--- src/rtl/task_dispatcher_pkg.sv ---
// -----------------------------------------------------------------------------
// task_pkg
// Shared types and sizing for the task dispatcher of the virtualized BMW-PIFO.
//   task_t   : packed FIFO word {op, tree_id, data}
//   state_e  : dispatcher FSM states
//   OP_PUSH / OP_POP : values of task_t.op
// -----------------------------------------------------------------------------
package task_pkg;

  localparam int PTW           = 16;                  // payload width
  localparam int TREE_NUM      = 4;                   // number of virtual trees
  localparam int TREE_NUM_BITS = $clog2(TREE_NUM);    // tree id width
  localparam int TASK_W        = PTW + TREE_NUM_BITS + 1;
  localparam int TREE_CAP_DEF  = 64;                  // default elements per tree
  localparam int TAG_DEPTH_DEF = 8;                   // default outstanding pops

  localparam logic OP_PUSH = 1'b1;
  localparam logic OP_POP  = 1'b0;

  typedef struct packed {
    logic                     op;
    logic [TREE_NUM_BITS-1:0] tree_id;
    logic [PTW-1:0]           data;
  } task_t;

  typedef enum logic [1:0] {
    IDLE      = 2'd0,
    WAIT_DATA = 2'd1,
    ISSUE     = 2'd2
  } state_e;

  function automatic task_t make_task(input logic op,
                                      input logic [TREE_NUM_BITS-1:0] tree_id,
                                      input logic [PTW-1:0] data);
    task_t t;
    t.op      = op;
    t.tree_id = tree_id;
    t.data    = data;
    return t;
  endfunction

endpackage

--- src/rtl/task_dispatcher_if.sv ---
// -----------------------------------------------------------------------------
// task_dispatcher_if
// Operation/result bus between the dispatcher and the shared SRAM PIFO core.
//   master (dispatcher): drives push/pop strobes, tree id and push payload;
//                        receives ready and in-order pop results.
//   slave  (core)      : the mirror view.
// -----------------------------------------------------------------------------
interface task_dispatcher_if;
  import task_pkg::*;

  logic                     pifo_ready;
  logic                     pifo_push;
  logic                     pifo_pop;
  logic [TREE_NUM_BITS-1:0] pifo_tree_id;
  logic [PTW-1:0]           pifo_push_data;
  logic                     pifo_pop_valid;
  logic [PTW-1:0]           pifo_pop_data;

  modport master (
    input  pifo_ready, pifo_pop_valid, pifo_pop_data,
    output pifo_push, pifo_pop, pifo_tree_id, pifo_push_data
  );

  modport slave (
    output pifo_ready, pifo_pop_valid, pifo_pop_data,
    input  pifo_push, pifo_pop, pifo_tree_id, pifo_push_data
  );

endinterface

--- src/rtl/task_dispatcher_tag_queue.sv ---
// -----------------------------------------------------------------------------
// tag_queue
// Synchronous FIFO of tree ids for pops awaiting a core result.
//   clk, rst   : clock, synchronous active-low reset
//   enq/enq_data : push an id (ignored when full)
//   deq        : pop the head (ignored when empty); deq_data shows the head
//   full/empty : occupancy flags
// Enqueue and dequeue in the same cycle both take effect.
// -----------------------------------------------------------------------------
module tag_queue
  import task_pkg::*;
#(
  parameter int W     = TREE_NUM_BITS,
  parameter int DEPTH = TAG_DEPTH_DEF
) (
  input  logic         clk,
  input  logic         rst,
  input  logic         enq,
  input  logic [W-1:0] enq_data,
  input  logic         deq,
  output logic [W-1:0] deq_data,
  output logic         full,
  output logic         empty
);

  localparam int AW = $clog2(DEPTH);

  logic [W-1:0]  mem [DEPTH];
  logic [AW-1:0] wr_ptr;
  logic [AW-1:0] rd_ptr;
  logic [AW:0]   count;
  logic          do_enq;
  logic          do_deq;

  assign full     = (count == (AW+1)'(DEPTH));
  assign empty    = (count == '0);
  assign do_enq   = enq && !full;
  assign do_deq   = deq && !empty;
  assign deq_data = mem[rd_ptr];

  // NOTE: storage needs no reset -- an entry is only read after being written,
  // and leaving it out of reset keeps the array a plain RAM.
  always_ff @(posedge clk) begin
    // NOTE: non-blocking assignments so every register samples pre-edge values.
    if (do_enq) mem[wr_ptr] <= enq_data;
  end

  // Pointers wrap naturally because DEPTH is a power of two.
  always_ff @(posedge clk) begin
    if (!rst) begin
      wr_ptr <= '0;
      rd_ptr <= '0;
      count  <= '0;
    end else begin
      if (do_enq) wr_ptr <= wr_ptr + AW'(1);
      if (do_deq) rd_ptr <= rd_ptr + AW'(1);
      case ({do_enq, do_deq})
        2'b10:   count <= count + (AW+1)'(1);
        2'b01:   count <= count - (AW+1)'(1);
        default: count <= count;
      endcase
    end
  end

endmodule

--- src/rtl/task_dispatcher.sv ---
// -----------------------------------------------------------------------------
// task_dispatcher
// Reader side of the per-tree task FIFO: fetches packed tasks, issues push/pop
// to the shared PIFO core (gated by per-tree occupancy) and returns pop results
// tagged with their tree id.
//   clk, rst        : clock, synchronous active-low reset
//   fifo_*          : task FIFO read port (data valid the cycle after rd_en)
//   pifo            : core operation/result bus (master view)
//   o_pop_*         : tagged pop result, one-cycle valid
//   o_drop_cnt      : saturating count of dropped tasks
//   o_err_orphan    : sticky, a result arrived with no outstanding pop
//   o_busy          : FSM not idle or pops still outstanding
// -----------------------------------------------------------------------------
module task_dispatcher
  import task_pkg::*;
#(
  parameter int TREE_CAP  = TREE_CAP_DEF,
  parameter int TAG_DEPTH = TAG_DEPTH_DEF
) (
  input  logic                     clk,
  input  logic                     rst,
  input  logic                     fifo_empty,
  output logic                     fifo_rd_en,
  input  logic [TASK_W-1:0]        fifo_task,
  task_dispatcher_if.master        pifo,
  output logic                     o_pop_valid,
  output logic [TREE_NUM_BITS-1:0] o_pop_tree_id,
  output logic [PTW-1:0]           o_pop_data,
  output logic [15:0]              o_drop_cnt,
  output logic                     o_err_orphan,
  output logic                     o_busy
);

  localparam int CNT_W = $clog2(TREE_CAP + 1);

  state_e                   state, state_nx;
  task_t                    task_q;
  logic [CNT_W-1:0]         occ [TREE_NUM];
  logic [CNT_W-1:0]         cur_occ;
  logic                     is_push;
  logic                     issue_push, issue_pop, drop;
  logic                     tq_full, tq_empty, tq_deq;
  logic [TREE_NUM_BITS-1:0] tq_head;

  assign is_push = (task_q.op == OP_PUSH);
  assign cur_occ = occ[task_q.tree_id];
  assign tq_deq  = pifo.pifo_pop_valid && !tq_empty;

  tag_queue #(.W(TREE_NUM_BITS), .DEPTH(TAG_DEPTH)) u_tag_queue (
    .clk      (clk),
    .rst      (rst),
    .enq      (issue_pop),
    .enq_data (task_q.tree_id),
    .deq      (tq_deq),
    .deq_data (tq_head),
    .full     (tq_full),
    .empty    (tq_empty)
  );

  always_ff @(posedge clk) begin
    if (!rst) state <= IDLE;
    else      state <= state_nx;
  end

  always_comb begin
    // NOTE: every output gets a default first so no path can infer a latch.
    state_nx   = state;
    fifo_rd_en = 1'b0;
    issue_push = 1'b0;
    issue_pop  = 1'b0;
    drop       = 1'b0;
    case (state)
      IDLE: begin
        if (!fifo_empty) begin
          fifo_rd_en = 1'b1;
          state_nx   = WAIT_DATA;
        end
      end
      WAIT_DATA: state_nx = ISSUE;
      ISSUE: begin
        if (is_push && cur_occ == CNT_W'(TREE_CAP))      drop = 1'b1;
        else if (!is_push && cur_occ == '0)              drop = 1'b1;
        else if (!is_push && tq_full)                    drop = 1'b0; // stall
        else if (pifo.pifo_ready) begin
          issue_push = is_push;
          issue_pop  = !is_push;
        end
        // Chain straight into the next read so back-to-back tasks take 2 cycles.
        if (drop || issue_push || issue_pop) begin
          if (!fifo_empty) begin
            fifo_rd_en = 1'b1;
            state_nx   = WAIT_DATA;
          end else begin
            state_nx   = IDLE;
          end
        end
      end
      default: state_nx = IDLE;
    endcase
  end

  // Id/payload come from the task latch, so they hold steady while the core
  // keeps ready low; only the strobes depend on ready.
  assign pifo.pifo_push      = issue_push;
  assign pifo.pifo_pop       = issue_pop;
  assign pifo.pifo_tree_id   = (state == ISSUE) ? task_q.tree_id : '0;
  assign pifo.pifo_push_data = (state == ISSUE && is_push) ? task_q.data : '0;

  assign o_busy = (state != IDLE) || !tq_empty;

  always_ff @(posedge clk) begin
    if (!rst) begin
      task_q        <= '0;
      o_drop_cnt    <= '0;
      o_err_orphan  <= 1'b0;
      o_pop_valid   <= 1'b0;
      o_pop_tree_id <= '0;
      o_pop_data    <= '0;
      for (int i = 0; i < TREE_NUM; i++) occ[i] <= '0;
    end else begin
      if (state == WAIT_DATA) task_q <= task_t'(fifo_task);

      if (issue_push) occ[task_q.tree_id] <= cur_occ + CNT_W'(1);
      if (issue_pop)  occ[task_q.tree_id] <= cur_occ - CNT_W'(1);

      if (drop && o_drop_cnt != 16'hFFFF) o_drop_cnt <= o_drop_cnt + 16'd1;

      if (pifo.pifo_pop_valid && tq_empty) o_err_orphan <= 1'b1;

      o_pop_valid   <= tq_deq;
      o_pop_tree_id <= tq_deq ? tq_head : '0;
      o_pop_data    <= tq_deq ? pifo.pifo_pop_data : '0;
    end
  end

endmodule

--- src/flat_wrapper.sv ---
// flat-port wrapper written by rule: the top's interface ports become plain ports
module task_dispatcher_flat import task_pkg::*;
#(
  parameter int TREE_CAP  = TREE_CAP_DEF,
  parameter int TAG_DEPTH = TAG_DEPTH_DEF
)
  (clk, rst, fifo_empty, fifo_rd_en, fifo_task, o_pop_valid, o_pop_tree_id, o_pop_data, o_drop_cnt, o_err_orphan, o_busy, pifo_pifo_ready, pifo_pifo_pop_valid, pifo_pifo_pop_data, pifo_pifo_push, pifo_pifo_pop, pifo_pifo_tree_id, pifo_pifo_push_data);
  task_dispatcher_if pifo_i ();
  input  logic clk;
  input  logic rst;
  input  logic fifo_empty;
  output logic fifo_rd_en;
  input  logic [TASK_W-1:0] fifo_task;
  output logic o_pop_valid;
  output logic [TREE_NUM_BITS-1:0] o_pop_tree_id;
  output logic [PTW-1:0] o_pop_data;
  output logic [15:0] o_drop_cnt;
  output logic o_err_orphan;
  output logic o_busy;
  input wire logic [$bits(pifo_i.pifo_ready)-1:0] pifo_pifo_ready;
  input wire logic [$bits(pifo_i.pifo_pop_valid)-1:0] pifo_pifo_pop_valid;
  input wire logic [$bits(pifo_i.pifo_pop_data)-1:0] pifo_pifo_pop_data;
  output wire logic [$bits(pifo_i.pifo_push)-1:0] pifo_pifo_push;
  output wire logic [$bits(pifo_i.pifo_pop)-1:0] pifo_pifo_pop;
  output wire logic [$bits(pifo_i.pifo_tree_id)-1:0] pifo_pifo_tree_id;
  output wire logic [$bits(pifo_i.pifo_push_data)-1:0] pifo_pifo_push_data;
  assign pifo_i.pifo_ready = pifo_pifo_ready;
  assign pifo_i.pifo_pop_valid = pifo_pifo_pop_valid;
  assign pifo_i.pifo_pop_data = pifo_pifo_pop_data;
  assign pifo_pifo_push = pifo_i.pifo_push;
  assign pifo_pifo_pop = pifo_i.pifo_pop;
  assign pifo_pifo_tree_id = pifo_i.pifo_tree_id;
  assign pifo_pifo_push_data = pifo_i.pifo_push_data;
  task_dispatcher #(.TREE_CAP(TREE_CAP), .TAG_DEPTH(TAG_DEPTH)) u_core (.clk(clk), .rst(rst), .fifo_empty(fifo_empty), .fifo_rd_en(fifo_rd_en), .fifo_task(fifo_task), .pifo(pifo_i), .o_pop_valid(o_pop_valid), .o_pop_tree_id(o_pop_tree_id), .o_pop_data(o_pop_data), .o_drop_cnt(o_drop_cnt), .o_err_orphan(o_err_orphan), .o_busy(o_busy));
endmodule
--- config.mk ---
export PLATFORM = sky130hd
export DESIGN_NAME = task_dispatcher_flat
export DESIGN_NICKNAME = d
export VERILOG_FILES = /design/src/rtl/task_dispatcher_pkg.sv /design/src/rtl/task_dispatcher_if.sv /design/src/rtl/task_dispatcher_tag_queue.sv /design/src/rtl/task_dispatcher.sv /design/src/flat_wrapper.sv
export SDC_FILE = /design/constraint.sdc
export NUM_CORES = 1
export LEC_CHECK = 0
export CORE_UTILIZATION = 40
export DETAILED_ROUTE_END_ITERATION = 10
export DONT_BUFFER_PORTS = 1
export PLACE_DENSITY = 0.53
export SYNTH_ARGS = -nofsm -noshare
export SYNTH_HDL_FRONTEND = slang
export SYNTH_SLANG_ARGS = --single-unit
--- constraint.sdc ---
create_clock -name clk -period 3.7 [get_ports clk]
set_input_delay 1.11 -clock clk [delete_from_list [all_inputs] [get_ports clk]]
set_output_delay 1.11 -clock clk [all_outputs]
set_load 0.02 [all_outputs]
==> results.yml <==
outcome:
  status: "complete, but fails checks"
  violations: "setup timing"
yosys:
  ys_seq_elements: 113
  syn_nets: 539
  synth_edf_count: 44
  avgSynthCellArea_um2: 10.1
  ys_async_sr_fraction_pct: 0
  ys_warn_count: 0
  synth_cell_types: 49
  netlist_area_um2: 4970
  ys_seq_area_share_pct: 54.3
  synthCells: 491
  synth-main-ff-cell: "dfxtp_1"
placed_design:
  io_buffers: 0
  numPlacedInstances: 661
  post-place-ws_ns: -0.150
  dpl_cell_area_um2: 5290
  hpwl_mm: 7.73
  routabilityCongestion: 0.781
finish:
  fin_area_um2: 5850
  syn_to_final_growth_pct: 17.6
  final_nets: 560
  fill_cells: 1154
  fin_cells: 693
  diodes: 0
  layout-drive-gt1-share_pct: 15.6
sta:
  rsz0062_at_grt: "true"
  skew_ns: 0.0111
  fin_crit_ns: 4.04
  setup_viol: 2
  layout_setup_ws_ns: -0.336
  slew_violations: 0
  slew-limit-headroom_pct: 55.2
  period_share_pct: 109
  finalHoldViolations: 0
  tightest_slew_ns: 0.671
  holdWs_ns: 0.453
  clock.fmax_mhz: 248
clock_network:
  clock_path_buffers: 2
  cts.root.buffer_cell: "clkbuf_16"
  insertion_delay_ns: 0.42
  cts_buffers: 17
  clkTransAtPathRegs_ns: 0.05
  holdBufCountCts: 0
  cts.htree.levels: 4
  tritoncts: "yes"
  cts_sinks: 113
critical_path:
  crit_buf_inv: 1
  path_delay_family: "simple AND/OR/NAND/NOR gates"
  crit_chain: "mux4_2 -> or4_4 -> or4b_4 -> a32oi_2 -> buf_4 -> o21a_4"
  slowest_stage: "or4_4"
  cpPeakStageDelay_ns: 0.55
  start_kind: "flip-flop"
  cp-end-kind: "output port"
  crit_fanout: 5
  cp.arrival_ns: 2.93
  critical_path_class: "flip-flop to output port"
  crit_required_ns: 2.59
global_routing:
  grt_max_degree: 41
  grt-ovfl-total: 0
  grt_antenna_before_repair: 0
  gr-usage-all-layers_pct: 18.1
  grt_pass1_wl_mm: 17.7
  first_global_vias: 3455
floorplan:
  core_area_um2: 12100
  initial_core_util_pct: 41.2
  io-pin-count: 98
  die_h_um: 114
  rows: 40
  die_w_um: 114
  die-area_um2: 12900
power_and_ir_drop:
  leakage_nw: 2.21
  power_density_nw_per_um2: 523
  vdd_ir_drop_max_mv: 0.291
route:
  totalWireLength_mm: 11.0
  drc: 0
  drtPass1Iterations: 4
  drt-initial-drc-count: 202
  vias_per_cell: 5.26
  wl_per_cell_um: 15.9
  antenna_left: 0
  vias: 3645
job:
  cap_violations: 0
min_path:
  hold_path.class: "flip-flop to flip-flop"
what timing repair did:
item | in CTS | in global routing
setup endpoints to repair | 2 | 2
buffers inserted | 0 | 0
resized for setup | 6 | 1
pin swaps | 0 | 2
registers in the layout (all words and copies together), names as in the netlist, 3 cells and up, named ones only:
name	count
u_core.occ	28
u_core.task_q	18
u_core.o_drop_cnt	16
u_core.o_pop_data	16
u_core.u_tag_queue.mem	16
u_core.u_tag_queue.count	4
u_core.u_tag_queue.rd_ptr	3
u_core.u_tag_queue.wr_ptr	3
worst min-delay path: stages (launching register included):
cell     delay, ns
dfxtp_1       0.30
nand2_1       0.05
a21oi_1       0.05
kinds of logic after synthesis:
logic type               after synthesis  share of synthesized area (%)
flip-flops                           113                           54.3
adder cells (fa/ha/maj)                8                           2.16
XOR/XNOR                              22                           3.87
buffers and inverters                 41                           3.45
multiplexers                          16                           6.01
AND/OR/NAND/NOR                      231                           23.3
AO/OA/AOI/OAI                         60                           6.87
stage by stage:
step	util [%]	setup TNS (ns)	power, W
2_1_floorplan	-	0	0.00155
3_5_place_dp	43.9	-0.150	0.00162
3_3_place_gp	43.9	-0.145	0.00162
6_report	48.5	-0.504	0.00306
4_1_cts	48.5	-0.581	0.00309
5_1_grt	48.5	-0.652	0.00318
cell usage in the layout (no fill, tap or decap), types with 2 or more instances in the layout:
cell type / instances
clkinv_2: 7
nand2b_1: 4
nor4_1: 5
and3_1: 34
nor3_1: 14
o21ai_1: 2
and4_1: 2
mux4_2: 11
edfxtp_1: 44
nor3b_1: 2
inv_1: 12
clkinvlp_4: 2
a311oi_1: 2
o21ai_0: 8
nor2b_1: 4
dfxtp_1: 68
clkbuf_16: 18
buf_4: 28
inv_4: 2
a21oi_1: 38
nor4b_1: 3
ha_1: 7
a21o_1: 2
nand2_1: 62
xnor2_1: 8
or3_1: 11
nand3_1: 11
mux2i_1: 4
nor2_1: 54
xor2_1: 14
clkbuf_1: 2
and2_1: 9
nand4_1: 8
area by class of cell:
| class | count | area (um2) | area share [%] |
|---|---|---|---|
| Sequential cell | 113 | 2710 | 46.3 |
| Tap cell | 168 | 210 | 3.59 |
| Clock buffer | 21 | 472 | 8.06 |
| Clock inverter | 11 | 62.6 | 1.07 |
| Inverter | 14 | 52.6 | 0.898 |
| Multi-Input combinational cell | 337 | 2130 | 36.3 |
| Timing Repair Buffer | 29 | 221 | 3.79 |
power breakdown:
group | internal, W | total, W | switching (W)
Combinational | 0.0000953 | 0.000230 | 0.000134
Sequential | 0.00133 | 0.00137 | 0.0000395
Clock | 0.000901 | 0.00146 | 0.000560
cells in the mapped netlist, types with 7 or more instances:
master | instances | area, um2
a21oi_1 | 38 | 190
and2_1 | 9 | 56.3
and3_1 | 35 | 219
clkbuf_1 | 20 | 75.1
dfxtp_1 | 69 | 1380
edfxtp_1 | 44 | 1320
ha_1 | 7 | 87.6
inv_1 | 12 | 45.0
mux4_2 | 11 | 248
nand2_1 | 62 | 233
nand3_1 | 11 | 55.1
nand4_1 | 8 | 50.1
nor2_1 | 54 | 203
nor3_1 | 14 | 70.1
o21ai_0 | 8 | 40.0
or3_1 | 11 | 68.8
xnor2_1 | 8 | 70.1
xor2_1 | 14 | 123
routing by layer:
| layer | vias up | wire (um) | track usage (%) |
|---|---|---|---|
| met5 | - | 0 | 0 |
| met4 | 0 | 210 | 8.42 |
| met3 | 20 | 842 | 7.23 |
| met2 | 100 | 5020 | 27.6 |
| met1 | 1740 | 4950 | 22.3 |
| li1 | 1785 | - | - |
final timing paths:
path                            cells past startpoint  slack [ns]                        endpoint                            from
worst min-delay path                                2        0.45  u_core.task_q[14]$_SDFFE_PN0P_  u_core.task_q[14]$_SDFFE_PN0P_
worst min register to register                      2        0.45  u_core.task_q[14]$_SDFFE_PN0P_  u_core.task_q[14]$_SDFFE_PN0P_
worst max-delay path                                6       -0.34                      fifo_rd_en                       flip-flop
worst max register to register                     11        0.43  u_core.occ[2][6]$_SDFFCE_PN0P_                       flip-flop
Power figures use the tool's default switching activity.
